**src/rtl/imem_loader.sv**
```systemverilog
// Instruction-memory loader: accepts decoded MIPS fields over valid/ready,
// packs them into 32-bit words and writes them at consecutive addresses.
module imem_loader #(
    parameter int DEPTH = 1024,
    parameter int CW    = $clog2(DEPTH + 1)
) (
    input  logic          clk,
    input  logic          reset,
    input  logic          start,
    input  logic [31:0]   base_addr,
    input  logic          in_valid,
    output logic          in_ready,
    input  logic [1:0]    in_fmt,
    input  logic [5:0]    in_ctrl,
    input  logic [4:0]    in_rs,
    input  logic [4:0]    in_rt,
    input  logic [4:0]    in_rd,
    input  logic [4:0]    in_shamt,
    input  logic [5:0]    in_function,
    input  logic [25:0]   in_jump,
    input  logic [15:0]   in_sign_ext,
    input  logic          in_last,
    output logic          wr_en,
    output logic [31:0]   wr_addr,
    output logic [31:0]   wr_data,
    output logic          busy,
    output logic          done,
    output logic          error,
    output logic [CW-1:0] word_count
);

    typedef enum logic [1:0] {
        IDLE = 2'b00,
        LOAD = 2'b01,
        DONE = 2'b10
    } state_t;

    localparam logic [1:0]    FMT_R   = 2'b00;
    localparam logic [1:0]    FMT_I   = 2'b01;
    localparam logic [1:0]    FMT_J   = 2'b10;
    localparam logic [CW-1:0] DEPTH_C = CW'(DEPTH);

    state_t        state_r;
    logic [31:0]   base_r;
    logic [CW-1:0] count_r;
    logic          error_r;
    logic          wr_en_r;
    logic [31:0]   wr_addr_r;
    logic [31:0]   wr_data_r;

    logic          accept_s;
    logic          legal_s;
    logic [CW-1:0] count_inc_s;
    logic [31:0]   addr_s;
    logic [31:0]   packed_s;

    // Field packing by instruction format; fields not in the format are ignored.
    function automatic logic [31:0] pack_word(
        input logic [1:0]  fmt,
        input logic [5:0]  ctrl,
        input logic [4:0]  rs,
        input logic [4:0]  rt,
        input logic [4:0]  rd,
        input logic [4:0]  shamt,
        input logic [5:0]  funct,
        input logic [25:0] jump,
        input logic [15:0] imm
    );
        logic [31:0] word;
        case (fmt)
            FMT_R:   word = {ctrl, rs, rt, rd, shamt, funct};
            FMT_I:   word = {ctrl, rs, rt, imm};
            FMT_J:   word = {ctrl, jump};
            default: word = 32'h0000_0000;
        endcase
        return word;
    endfunction

    // Handshake qualification, next word address and packed data.
    always_comb begin
        accept_s    = in_valid && (state_r == LOAD);
        legal_s     = (in_fmt == FMT_R) || (in_fmt == FMT_I) || (in_fmt == FMT_J);
        count_inc_s = count_r + CW'(1);
        addr_s      = base_r + {{(32 - CW){1'b0}}, count_r};
        packed_s    = pack_word(in_fmt, in_ctrl, in_rs, in_rt, in_rd, in_shamt,
                                in_function, in_jump, in_sign_ext);
    end

    // Session FSM with write-port registers; start overrides any same-cycle accept.
    always_ff @(posedge clk or posedge reset) begin
        if (reset) begin
            state_r   <= IDLE;
            base_r    <= 32'h0000_0000;
            count_r   <= {CW{1'b0}};
            error_r   <= 1'b0;
            wr_en_r   <= 1'b0;
            wr_addr_r <= 32'h0000_0000;
            wr_data_r <= 32'h0000_0000;
        end else begin
            wr_en_r <= 1'b0;
            if (start) begin
                state_r <= LOAD;
                base_r  <= base_addr;
                count_r <= {CW{1'b0}};
                error_r <= 1'b0;
            end else begin
                case (state_r)
                    LOAD: begin
                        if (accept_s && !legal_s) begin
                            error_r <= 1'b1;
                            state_r <= DONE;
                        end else if (accept_s) begin
                            wr_en_r   <= 1'b1;
                            wr_addr_r <= addr_s;
                            wr_data_r <= packed_s;
                            count_r   <= count_inc_s;
                            // Leaving LOAD at DEPTH is what saturates the counter.
                            if (in_last || (count_inc_s == DEPTH_C)) begin
                                state_r <= DONE;
                            end else begin
                                state_r <= LOAD;
                            end
                        end else begin
                            state_r <= LOAD;
                        end
                    end
                    IDLE:    state_r <= IDLE;
                    DONE:    state_r <= DONE;
                    default: state_r <= IDLE;
                endcase
            end
        end
    end

    assign in_ready   = (state_r == LOAD);
    assign busy       = (state_r == LOAD);
    assign done       = (state_r == DONE);
    assign error      = error_r;
    assign word_count = count_r;
    assign wr_en      = wr_en_r;
    assign wr_addr    = wr_addr_r;
    assign wr_data    = wr_data_r;

endmodule

```
**config.mk**
```make
export PLATFORM = sky130hd
export DESIGN_NAME = imem_loader
export DESIGN_NICKNAME = d
export VERILOG_FILES = /design/src/rtl/imem_loader.sv
export SDC_FILE = /design/constraint.sdc
export NUM_CORES = 1
export LEC_CHECK = 0
export CAP_MARGIN = 20
export CORE_MARGIN = 5
export CORE_UTILIZATION = 45
export DETAILED_ROUTE_END_ITERATION = 8
export PLACE_DENSITY = 0.77
export SLEW_MARGIN = 20
export SYNTH_ARGS = -nofsm -noshare
export SYNTH_HDL_FRONTEND = slang
export SYNTH_SLANG_ARGS = --single-unit
```
**constraint.sdc**
```tcl
create_clock -name clk -period 9.94 [get_ports clk]
set_input_delay 1.491 -clock clk [delete_from_list [all_inputs] [get_ports clk]]
set_output_delay 1.491 -clock clk [all_outputs]
set_load 0.02 [all_outputs]
```
Word level (Yosys, flattened, before mapping)
Index checks and enable logic that the tools add are counted.

storage, ports and cells
  register bits = 111
  input bits = 113
  output and inout port bits = 80
  word-level logic and storage cells = 47

cells by class
  add/subtract/negate cells = 2
  equality and inequality tests = 6
  multiplexer cells = 17
  bitwise gates (word level) = 2
  reductions and logical operators = 13

operator list
  kind                                                              count
  32-bit one-hot mux with 3 select lines                            1
  11-bit two-way mux                                                4
  32-bit by 11-bit adder with 32-bit output                         1
  11-bit by 1-bit adder with 11-bit output (second input constant)  1
  11-bit == test (second input constant)                            1
  2-bit two-way mux                                                 4
  1-bit two-way mux                                                 7
  2-bit nonzero test                                                3
  2-bit by 1-bit == test with 1-bit output (second input constant)  2
  2-bit == test (second input constant)                             2
  2-bit one-hot mux with 2 select lines                             1
  4-bit AND reduction                                               1
  1-bit logical OR                                                  3
  3-bit AND reduction                                               1
  1-bit logical AND                                                 2
  2-bit zero test                                                   1
  2-bit != test (second input constant)                             1
  1-bit inverter                                                    2
  2-bit AND reduction                                               1
  1-bit zero test                                                   1

Longest topological paths before layout
Gate-level depths: netlist of the first run.

  depth after elaboration = 8
  depth in mapped cells = 9

Worst setup path before layout of the first run
Ideal clock, no wire load.

  path type = input port to flip-flop
  from = in in_fmt[1]
  to = reg wr_data_r[16] (netlist: wr_data[16])
  library setup time = 0.126 ns
  arrival = 2.775 ns
  data required time = 9.814 ns
  path slack = 7.039 ns
  cell stages on the path = 7
  path through = and2_1 -> or3_1 -> clkbuf_1 -> clkbuf_1 -> clkbuf_1 -> a221oi_1 -> nor2_1

on the way
  longest elaborated chain between the ends = 7
  elaborated cells between the ends (all ways) = 10
  classes of those cells = eq/ne (2); mux (1); bitwise (1); reduce/logical (6)

ends and longest elaborated chain
  element                                                                             line    RTL
  from (decl)                                                                         13      input logic [1:0] in_fmt,
  2-bit by 1-bit == test with 1-bit output / 2-bit zero test (equally long branches)  70, 82
  1-bit logical OR (2 in series)                                                      82      legal_s = (in_fmt == FMT_R) || (in_fmt == FMT_I) || (in_fmt == FMT_J);
  1-bit zero test                                                                     109     if (accept_s && !legal_s) begin
  1-bit logical AND                                                                   109
  1-bit inverter (no source line)                                                     --
  4-bit AND reduction (no source line)                                                --
  to (signal assigned)                                                                115     wr_data_r <= packed_s;
  to (decl)                                                                           49      logic [31:0] wr_data_r;

Parallel ways exist; a longest one is shown, timed or not.
A chain may end at the register's enable or synchronous reset.

Worst setup path after layout of the first run
  from = in in_fmt[0]
  to = reg wr_addr_r[31] (netlist: wr_addr[31])

on the way
  longest elaborated chain between the ends = 7
  elaborated cells between the ends (all ways) = 9
  classes of those cells = eq/ne (2); bitwise (1); reduce/logical (6)

ends and longest elaborated chain
  element                                                                             line  RTL
  2-bit by 1-bit == test with 1-bit output / 2-bit zero test (equally long branches)  82
  1-bit logical OR                                                                    82
  1-bit logical OR (*)                                                                82
  1-bit zero test (*)                                                                 109
  1-bit logical AND (*)                                                               109
  1-bit inverter (no source line) (*)                                                 --
  4-bit AND reduction (no source line) (*)                                            --
  to (signal assigned)                                                                114   wr_addr_r <= addr_s;
  to (decl)                                                                           48    logic [31:0] wr_addr_r;

Mark *: on every way between the ends. The rest lies on a longest branch, timed or not.

==> impl_metrics.json, run 1 <==
{
  "status": "completed",
  "instances_no_fill": 941,
  "final-setup-viol-count": 0,
  "yosys_warnings": 0,
  "fillCellCount": 1065,
  "worst-path-buf-inv": 3,
  "final_cell_area_sq_um": 7981,
  "fin_nets": 892,
  "period_needed_ps": 4956,
  "clock.fmax_mhz": 201.8,
  "crit_chain": "clkdlybuf4s50_1 -> and2_1 -> or3_2 -> buf_4 -> clkinv_1 -> nor2_1 -> a31oi_1",
  "hpwl_mm": 12.28,
  "cts_sinks": 111,
  "io_buffers": 192,
  "drt-vias-per-instance": 5.291,
  "slowest_delay_ps": 1040,
  "cts_buffers": 9,
  "detail-route-antenna-nets": 0,
  "overflow": 0,
  "required_ps": 10120,
  "max_cap_violations": 0,
  "grt_pass1_wl_mm": 24.86,
  "io_pins": 193,
  "die-area_sq_um": 14910,
  "cpMaxStageDelayCell": "clkinv_1",
  "dp.cells": 924,
  "synth_area_per_cell_sq_um": 9.585,
  "slew_violations": 0,
  "diodes": 0,
  "vias": 4979,
  "fin_skew_ps": 4.978,
  "postCtsSetupBuffers": 0,
  "clk_pin_slew_worst_paths_ps": 70,
  "slew_headroom_pct": 30.84,
  "clockBufferDepth": 2,
  "holdPathStages": 2,
  "place_area_sq_um": 7676,
  "synth_enable_flop_cells": 0,
  "drt-pass1-iter-count": 4,
  "power_density_nw_per_um2": 172.9,
  "first_global_vias": 4963,
  "grt_max_degree": 96,
  "vdd.ir_drop.worst_v": 0.00008216,
  "cp-end-kind": "register",
  "worstRegToRegCells": 7,
  "synth_fp_nets": 718,
  "path_delay_family": "buffers and inverters",
  "critPathKind": "input port to register",
  "track_usage_pct": 20.95,
  "ys_async_sr_fraction_pct": 100.0,
  "hold_buffers": 0,
  "fin_crit_sh_pct": 49.86,
  "tightest_slew_ps": 1037,
  "hold_slack_ps": 477.7,
  "drt-total-wl_mm": 15.72,
  "cts_tree": "yes",
  "rsz0062_at_grt": "no",
  "ys_seq_area_share_pct": 49.12,
  "ys_seq_elements": 111,
  "layout-drive-gt1-share_pct": 7.412,
  "r2r_slack_ps": 6680,
  "startpoint_type": "input port",
  "fin_util_pct": 64.03,
  "initial_core_util_pct": 45.37,
  "min_path_type": "register to register",
  "finalHoldViolCount": 0,
  "rr_startpoint": "state_r[0]",
  "die_h_um": 122.1,
  "leakagePower_nw": 3.339,
  "syn-cell-area_sq_um": 5655,
  "critical_path.max_fanout": 95,
  "syn2layout_area_growth_pct": 41.13,
  "rows": 41,
  "routabilityCongestion": 0.8977,
  "syn_inst": 590,
  "cts_resized": 0,
  "synth_ff_type": "dfrtp_1",
  "drt-initial-drc-count": 238,
  "drc_errors": 0,
  "path_depth": 7,
  "root_buffer": "clkbuf_16",
  "clk_latency_ps": 350,
  "crit_start": "in_fmt[0]",
  "wl_per_cell_um": 16.71,
  "antenna_found_initial": 0,
  "final.setup.tns_ps": 0,
  "min_from": "wr_addr[19]",
  "htreeDepth": 3,
  "coreArea_sq_um": 12470,
  "yosysUniqueCellTypes": 56,
  "arrival_ps": 5140,
  "die_x_um": 122.1
}
[layout make-up]
cell class,count,area [sq um],area share (%)
Inverter,14,55.05,0.6898
Timing Repair Buffer,196,1967,24.64
Clock buffer,13,260.3,3.261
Clock inverter,3,17.52,0.2195
Multi-Input combinational cell,432,2689,33.69
Tap cell,172,215.2,2.696
Sequential cell,111,2778,34.80
[power by group]
part,internal (mW),switching [mW]
combinational,0.221,0.227
clock,0.183,0.155
sequential,0.536,0.0578
total,0.940,0.440
[Yosys cell counts, types with 3 or more instances]
master	number	area (sq um)
nand4_1	8	50.05
o31ai_1	9	67.56
or4_1	6	45.04
a31oi_1	12	75.07
a221oi_1	9	78.83
ha_1	14	175.2
dfrtp_1	111	2778
a21boi_0	4	30.03
buf_1	5	18.77
a21o_1	3	22.52
clkbuf_1	24	90.09
nor4_1	4	25.02
inv_1	13	48.80
nor2_1	73	274.0
and2_1	3	18.77
nand3_1	9	45.04
a21oi_1	29	145.1
xnor2_1	15	131.4
nand2_1	84	315.3
or3_1	3	18.77
mux2i_1	16	160.2
o21a_1	3	22.52
a211oi_1	3	22.52
nor3_1	5	25.02
xor2_1	17	148.9
o21ai_0	48	240.2
mux2_2	26	292.8
[layout by cell type, fill, tap and decap left out, types with 3 or more instances in the layout]
cell	Yosys	routed
and2_1	3	3
mux2i_1	16	16
a21o_1	3	3
mux2_2	26	26
nand2_1	84	84
buf_4	1	3
a21oi_1	29	29
xnor2_1	15	15
clkdlybuf4s50_1	0	191
a221oi_1	9	9
o31ai_1	9	9
dfrtp_1	111	111
or4_1	6	6
inv_1	13	12
a211oi_1	3	3
ha_1	14	14
nor3_1	5	5
a31oi_1	12	12
a21boi_0	4	4
clkbuf_16	0	9
nor2_1	73	73
nand4_1	8	8
nand3_1	9	9
xor2_1	17	17
o21a_1	3	3
nor4_1	4	4
o21ai_0	48	48
[sequential cells by signal (all words and copies together), names as in the netlist]
register,cells
wr_addr,32
error,1
base_r,32
state_r,2
word_count,11
wr_en,1
wr_data,32
[worst min-delay path: stages, from the launching register on]
cell and delay [ps]:
dfrtp_1 340, nand2_1 50, o21ai_0 60
[worst paths after layout]
kind	to
worst max-delay path	wr_addr[31]
worst min-delay path	wr_addr[19]
worst max register to register	wr_addr[31]
worst min register to register	wr_addr[19]
max in group asynchronous	base_r[23]
min in group asynchronous	wr_data[31]
[kinds of logic (layout without fill, tap and decap cells)]
| group | after synthesis | in the layout | share of synthesized area [%] |
|---|---|---|---|
| mux | 42 | 42 | 8.009 |
| fa+ha+maj | 15 | 15 | 3.451 |
| compound gates | 131 | 131 | 14.05 |
| buf+inv | 47 | 226 | 3.363 |
| flops | 111 | 111 | 49.11 |
| simple gates | 212 | 212 | 17.06 |
| xor+xnor | 32 | 32 | 4.956 |
[per-layer routing]
layer,vias to the layer above,part of all wire [%],wire (um),GRT usage (%)
met5,-,0,0,0
li1,2400,-,-,-
met4,0,2.6,416,8.048
met2,168,50,7792,35.43
met1,2382,40,6265,25.91
met3,29,7.9,1247,5.153
[through the flow]
| step | worst slack [ps] | total power, mW |
|---|---|---|
| 3_3_place_gp | 4948 | 1.039 |
| 5_1_grt | 4627 | 1.452 |
| 4_1_cts | 5001 | 1.391 |
| 3_5_place_dp | 4663 | 1.054 |
| 6_report | 4984 | 1.380 |
| 2_1_floorplan | 5518 | 0.8061 |
Power figures use the tool's default switching activity.
==> run 2, diff against run 1 <==
--- a/config.mk
+++ b/config.mk
@@ -7,9 +7,9 @@
 export LEC_CHECK = 0
 export CAP_MARGIN = 20
 export CORE_MARGIN = 5
-export CORE_UTILIZATION = 45
+export CORE_UTILIZATION = 42
 export DETAILED_ROUTE_END_ITERATION = 8
-export PLACE_DENSITY = 0.77
+export PLACE_DENSITY = 0.76
 export SLEW_MARGIN = 20
 export SYNTH_ARGS = -nofsm -noshare
 export SYNTH_HDL_FRONTEND = slang
==> constraint.sdc (replaced) <==
create_clock -name clk -period 4.5 [get_ports clk]
set_input_delay 0.675 -clock clk [delete_from_list [all_inputs] [get_ports clk]]
set_output_delay 0.675 -clock clk [all_outputs]
set_load 0.02 [all_outputs]
==> run 2 against run 1 <==
  * Global-route usage shrank 1.0 points
  * Count of clock-buffer cells in the layout shrank 3
  * Sequential power grew 120%
  * Via count shrank 0.26%
  * Clock skew grew 2.7 ps
  * Flip-flop and latch count is the same
==> impl_metrics.json, run 2 (synthesis results as in run 1) <==
{
  "detail-route-antenna-nets": 0,
  "arrival_ps": 3140,
  "fin_skew_ps": 7.693,
  "drt-total-wl_mm": 15.94,
  "track_usage_pct": 19.90,
  "drt-initial-drc-count": 278,
  "hpwl_mm": 12.34,
  "antenna_found_initial": 0,
  "final_cell_mix": "clkdlybuf4s50_1 (191), dfrtp_1 (111), nand2_1 (84)",
  "tightest_slew_ps": 973.6,
  "setup_slack_ps": 1622,
  "cts_resized": 0,
  "grt_max_degree": 95,
  "fin_nets": 895,
  "crit_start": "word_count[0]",
  "syn2layout_area_growth_pct": 41.73,
  "grt_pass1_wl_mm": 25.82,
  "rsz0062_at_grt": "no",
  "coreArea_sq_um": 13240,
  "final-setup-viol-count": 0,
  "clk_pin_slew_worst_paths_ps": 70,
  "rows": 42,
  "routabilityCongestion": 0.9837,
  "wl_per_cell_um": 16.81,
  "clk_latency_ps": 350,
  "diodes": 0,
  "htreeDepth": 3,
  "clockBufferDepth": 2,
  "hold_slack_ps": 472.7,
  "cts_buffers": 9,
  "die-area_sq_um": 15890,
  "postCtsSetupBuffers": 0,
  "status": "completed",
  "dp_worst_setup_slack_ps": 1264,
  "vdd.ir_drop.worst_v": 0.0001867,
  "vias": 4966,
  "final.setup.tns_ps": 0,
  "root_buffer": "clkbuf_16",
  "overflow": 0,
  "power_mw": 3.057,
  "cts_tree": "yes",
  "drt-pass1-iter-count": 6,
  "grt-busiest-layer": "met2",
  "drt-vias-per-instance": 5.238,
  "period_needed_ps": 2878,
  "leakagePower_nw": 3.348,
  "critPathKind": "register to register",
  "io_pins": 193,
  "drc_errors": 0,
  "startpoint_type": "register",
  "max_cap_violations": 0,
  "critical_path.max_fanout": 10,
  "power_density_nw_per_um2": 381.4,
  "min_from": "wr_data[28]",
  "initial_core_util_pct": 42.71,
  "finalHoldViolCount": 0,
  "cts_sinks": 111,
  "io_buffers": 192,
  "met2_usage_pct": 33.55,
  "met1_usage_pct": 25.12,
  "first_global_vias": 5019,
  "required_ps": 4760,
  "slew_violations": 0,
  "die_x_um": 126.0,
  "dp.cells": 931,
  "min_path_type": "register to register",
  "die_h_um": 126.0,
  "cp-end-kind": "register",
  "layout-drive-gt1-share_pct": 8.031,
  "fin_crit_sh_pct": 63.96,
  "hold_buffers": 0,
  "rr_startpoint": "word_count[0]",
  "slew_headroom_pct": 34.96,
  "clock.fmax_mhz": 347.4,
  "instances_no_fill": 948,
  "grt_util_met3_pct": 4.742,
  "final_common_cell": "clkdlybuf4s50_1"
}
## run 2: cell types whose count changed in the layout (fill, tap and decap cells not counted)
cell / previous run / this run
clkinvlp_4: 1 / 3
clkinv_4: 0 / 1
inv_6: 0 / 1
clkbuf_8: 2 / 1
clkbuf_1: 2 / 0
buf_4: 3 / 6
clkinv_2: 2 / 1
## run 2: stage by stage
stage          instance area (sq um)  util [%]
3_5_place_dp                    7704     58.17
2_1_floorplan                   5655         -
3_3_place_gp                    7704     58.17
4_1_cts                         7988     60.32
5_1_grt                         8015     60.53
6_report                        8015     60.53
## run 2: routing by layer
metal	part of all wire, %	vias to the layer above
li1	-	2415
met1	42	2353
met2	49	173
met3	6.7	25
met4	2.3	0
met5	0	-
## run 2: path summary, 6_finish.rpt
kind	to	slack (ps)	depth (start not counted)
max	wr_addr[30]	1620	9
min	wr_data[28]	470	2
max reg2reg	wr_addr[30]	1620	9
min reg2reg	wr_data[28]	470	2
max in group asynchronous	base_r[23]	2830	3
min in group asynchronous	wr_data[8]	790	2
## run 2: critical path, stage by stage, from the launching register on
cell and delay (ps):
dfrtp_1 490, ha_1 230, inv_1 60, fa_1 400
and2b_1 220, o31a_1 220, o211ai_2 230, and2_1 220
or4_1 520, a31oi_1 210
## run 2: where the power goes
group | internal (mW) | switching (mW) | total (mW)
Combinational | 0.490 | 0.501 | 0.991
Clock | 0.393 | 0.364 | 0.757
Sequential | 1.18 | 0.127 | 1.31
Total | 2.07 | 0.992 | 3.06
## run 2: layout make-up
| cell class | instances | area [sq um] |
|---|---|---|
| timing repair buffer | 199 | 1989 |
| tap | 176 | 220.2 |
| inverter | 14 | 55.05 |
| clock buffer | 10 | 239.0 |
| clock inverter | 6 | 45.04 |
| sequential | 111 | 2778 |
| multi-input combinational | 432 | 2689 |
| fill | 1106 | 5228 |
==> run 3, diff against run 2 <==
--- a/config.mk
+++ b/config.mk
@@ -7,9 +7,9 @@
 export LEC_CHECK = 0
 export CAP_MARGIN = 20
 export CORE_MARGIN = 5
-export CORE_UTILIZATION = 42
+export CORE_UTILIZATION = 45
 export DETAILED_ROUTE_END_ITERATION = 8
-export PLACE_DENSITY = 0.76
+export PLACE_DENSITY = 0.77
 export SLEW_MARGIN = 20
 export SYNTH_ARGS = -nofsm -noshare
 export SYNTH_HDL_FRONTEND = slang
==> constraint.sdc (replaced) <==
create_clock -name clk -period 2.9 [get_ports clk]
set_input_delay 0.435 -clock clk [delete_from_list [all_inputs] [get_ports clk]]
set_output_delay 0.435 -clock clk [all_outputs]
set_load 0.02 [all_outputs]
==> run 3 against run 2 <==
  * Sequential power is 55% higher
  * Clock skew hardly changed
  * Core utilization is 4.1 points higher
  * Critical path type unchanged
  * Largest cell class unchanged
  * Highest routed layer unchanged
==> impl_metrics.json, run 3 (synthesis results as in run 1) <==
{
  "final-setup-viol-count": 0,
  "antenna_found_initial": 0,
  "period_needed_ps": 2713,
  "wl_per_cell_um": 16.50,
  "leakagePower_nw": 3.365,
  "clk_pin_slew_worst_paths_ps": 70,
  "tightest_slew_ps": 1036,
  "drt-total-wl_mm": 15.61,
  "worst-path-buf-inv": 1,
  "finalHoldViolCount": 0,
  "diodes": 0,
  "crit_chain": "ha_1 -> inv_1 -> fa_1 -> and2b_1 -> o31a_1 -> o211ai_2 -> and2_1 -> or4_1 -> a31oi_1",
  "rows": 41,
  "clockPowerShare_pct": 26.1,
  "critPathKind": "register to register",
  "dp.cells": 930,
  "syn2layout_area_growth_pct": 42.41,
  "fin_skew_ps": 7.350,
  "root_buffer": "clkbuf_16",
  "cpMaxStageDelayCell": "or4_1",
  "rsz0062_at_grt": "no",
  "cp-end-kind": "register",
  "grt_pass1_wl_mm": 25.11,
  "overflow": 0,
  "cts_sinks": 111,
  "first_global_vias": 5033,
  "startpoint_type": "register",
  "met1_usage_pct": 26.74,
  "io_pins": 193,
  "vdd.ir_drop.worst_v": 0.0002661,
  "pwr-share-seq_pct": 42.1,
  "required_ps": 3170,
  "htreeDepth": 3,
  "initial_core_util_pct": 45.37,
  "vias": 5026,
  "internal_power_mw": 3.278,
  "slowest_delay_ps": 490,
  "drt-vias-per-instance": 5.313,
  "clockBufferDepth": 2,
  "grt-busiest-layer": "met2",
  "power_density_nw_per_um2": 599.5,
  "grt_max_degree": 56,
  "drt-initial-drc-count": 320,
  "layout-drive-gt1-share_pct": 8.398,
  "fin_nets": 897,
  "final_common_cell": "clkdlybuf4s50_1",
  "instances_no_fill": 946,
  "die_x_um": 122.1,
  "slew_headroom_pct": 30.78,
  "p_sw_mw": 1.551,
  "critical_path.max_fanout": 10,
  "drc_errors": 0,
  "max_cap_violations": 0,
  "met2_usage_pct": 36.26,
  "io_buffers": 192,
  "routabilityCongestion": 0.8700,
  "track_usage_pct": 21.02,
  "final.setup.tns_ps": 0,
  "min_path_type": "register to register",
  "fillCellCount": 1021,
  "p_comb_share_pct": 31.8,
  "grt_util_met3_pct": 4.039,
  "detail-route-antenna-nets": 0,
  "cts_buffers": 9,
  "fin_crit_sh_pct": 93.56,
  "hpwl_mm": 12.19,
  "die_h_um": 122.1,
  "slew_violations": 0,
  "drt-pass1-iter-count": 4,
  "status": "completed",
  "clock.fmax_mhz": 368.6,
  "clk_latency_ps": 350,
  "cts_tree": "yes",
  "final_cell_mix": "clkdlybuf4s50_1 (191), dfrtp_1 (110), nand2_1 (84)",
  "switching_share_pct": 32.12,
  "arrival_ps": 2980,
  "coreArea_sq_um": 12470,
  "path_delay_family": "simple AND/OR/NAND/NOR gates",
  "die-area_sq_um": 14910
}
[run 3: final timing paths]
path | start | endpoint | slack [ps] | cells past startpoint
worst max-delay path | word_count[0] | wr_addr[30] | 190 | 9
worst min-delay path | wr_addr[4] | wr_addr[4] | 480 | 1
worst max register to register | word_count[0] | wr_addr[30] | 190 | 9
worst min register to register | wr_addr[4] | wr_addr[4] | 480 | 1
max in group asynchronous | reset | wr_data[24] | 1670 | 3
min in group asynchronous | reset | wr_data[27] | 560 | 2
[run 3: cell type report]
| type | instances | area (sq um) | area share [%] |
|---|---|---|---|
| Timing Repair Buffer | 201 | 2009 | 24.95 |
| Sequential cell | 111 | 2779 | 34.50 |
| Clock buffer | 9 | 225.2 | 2.796 |
| Multi-Input combinational cell | 432 | 2689 | 33.39 |
| Tap cell | 172 | 215.2 | 2.672 |
| Clock inverter | 7 | 80.08 | 0.9943 |
| Inverter | 14 | 56.30 | 0.6991 |
[run 3: repair_timing]
| action | 4_1_cts | 5_1_grt |
|---|---|---|
| gates resized for setup | 0 | 1 |
| buffers inserted | 0 | 0 |
| endpoints found under the setup margin | 0 | 1 |
| hold buffers | 0 | 0 |
[run 3: power by group through the flow]
stage | Sequential, mW | Clock, mW | Combinational [mW]
after CTS | 2.03 | 1.29 | 1.55
after detailed placement | 2.06 | 0 | 1.55
after global placement | 2.05 | 0 | 1.52
after global routing | 2.07 | 1.35 | 1.65
final | 2.03 | 1.26 | 1.54
after floorplan | 2.33 | 0 | 0.436
[run 3: per-stage QoR]
step	worst slack [ps]	util (%)	hold WS (ps)	power [mW]	cell area [sq um]
global route	13.51	64.61	497.8	5.078	8054
detailed placement	162.7	62.15	465.0	3.612	7747
floorplan	295.3	-	484.9	2.763	5659
CTS	133.7	64.60	481.7	4.882	8053
global placement	269.8	62.15	462.7	3.569	7747
finish	186.8	64.61	477.3	4.828	8054
[run 3: worst register-to-register path, delay by kind of cell, from the launching register on]
kind / cells / cell delay (ps)
and+or+nand+nor: 3 / 930
AOI/OAI and AO/OA: 3 / 630
adders and majority gates: 2 / 580
DFF: 1 / 430
buffers and inverters: 1 / 50
[run 3: per-layer routing]
layer / up-vias / share of wire (%)
met5: - / 0
met2: 175 / 49
li1: 2414 / -
met3: 21 / 7.7
met4: 0 / 1.9
met1: 2416 / 41
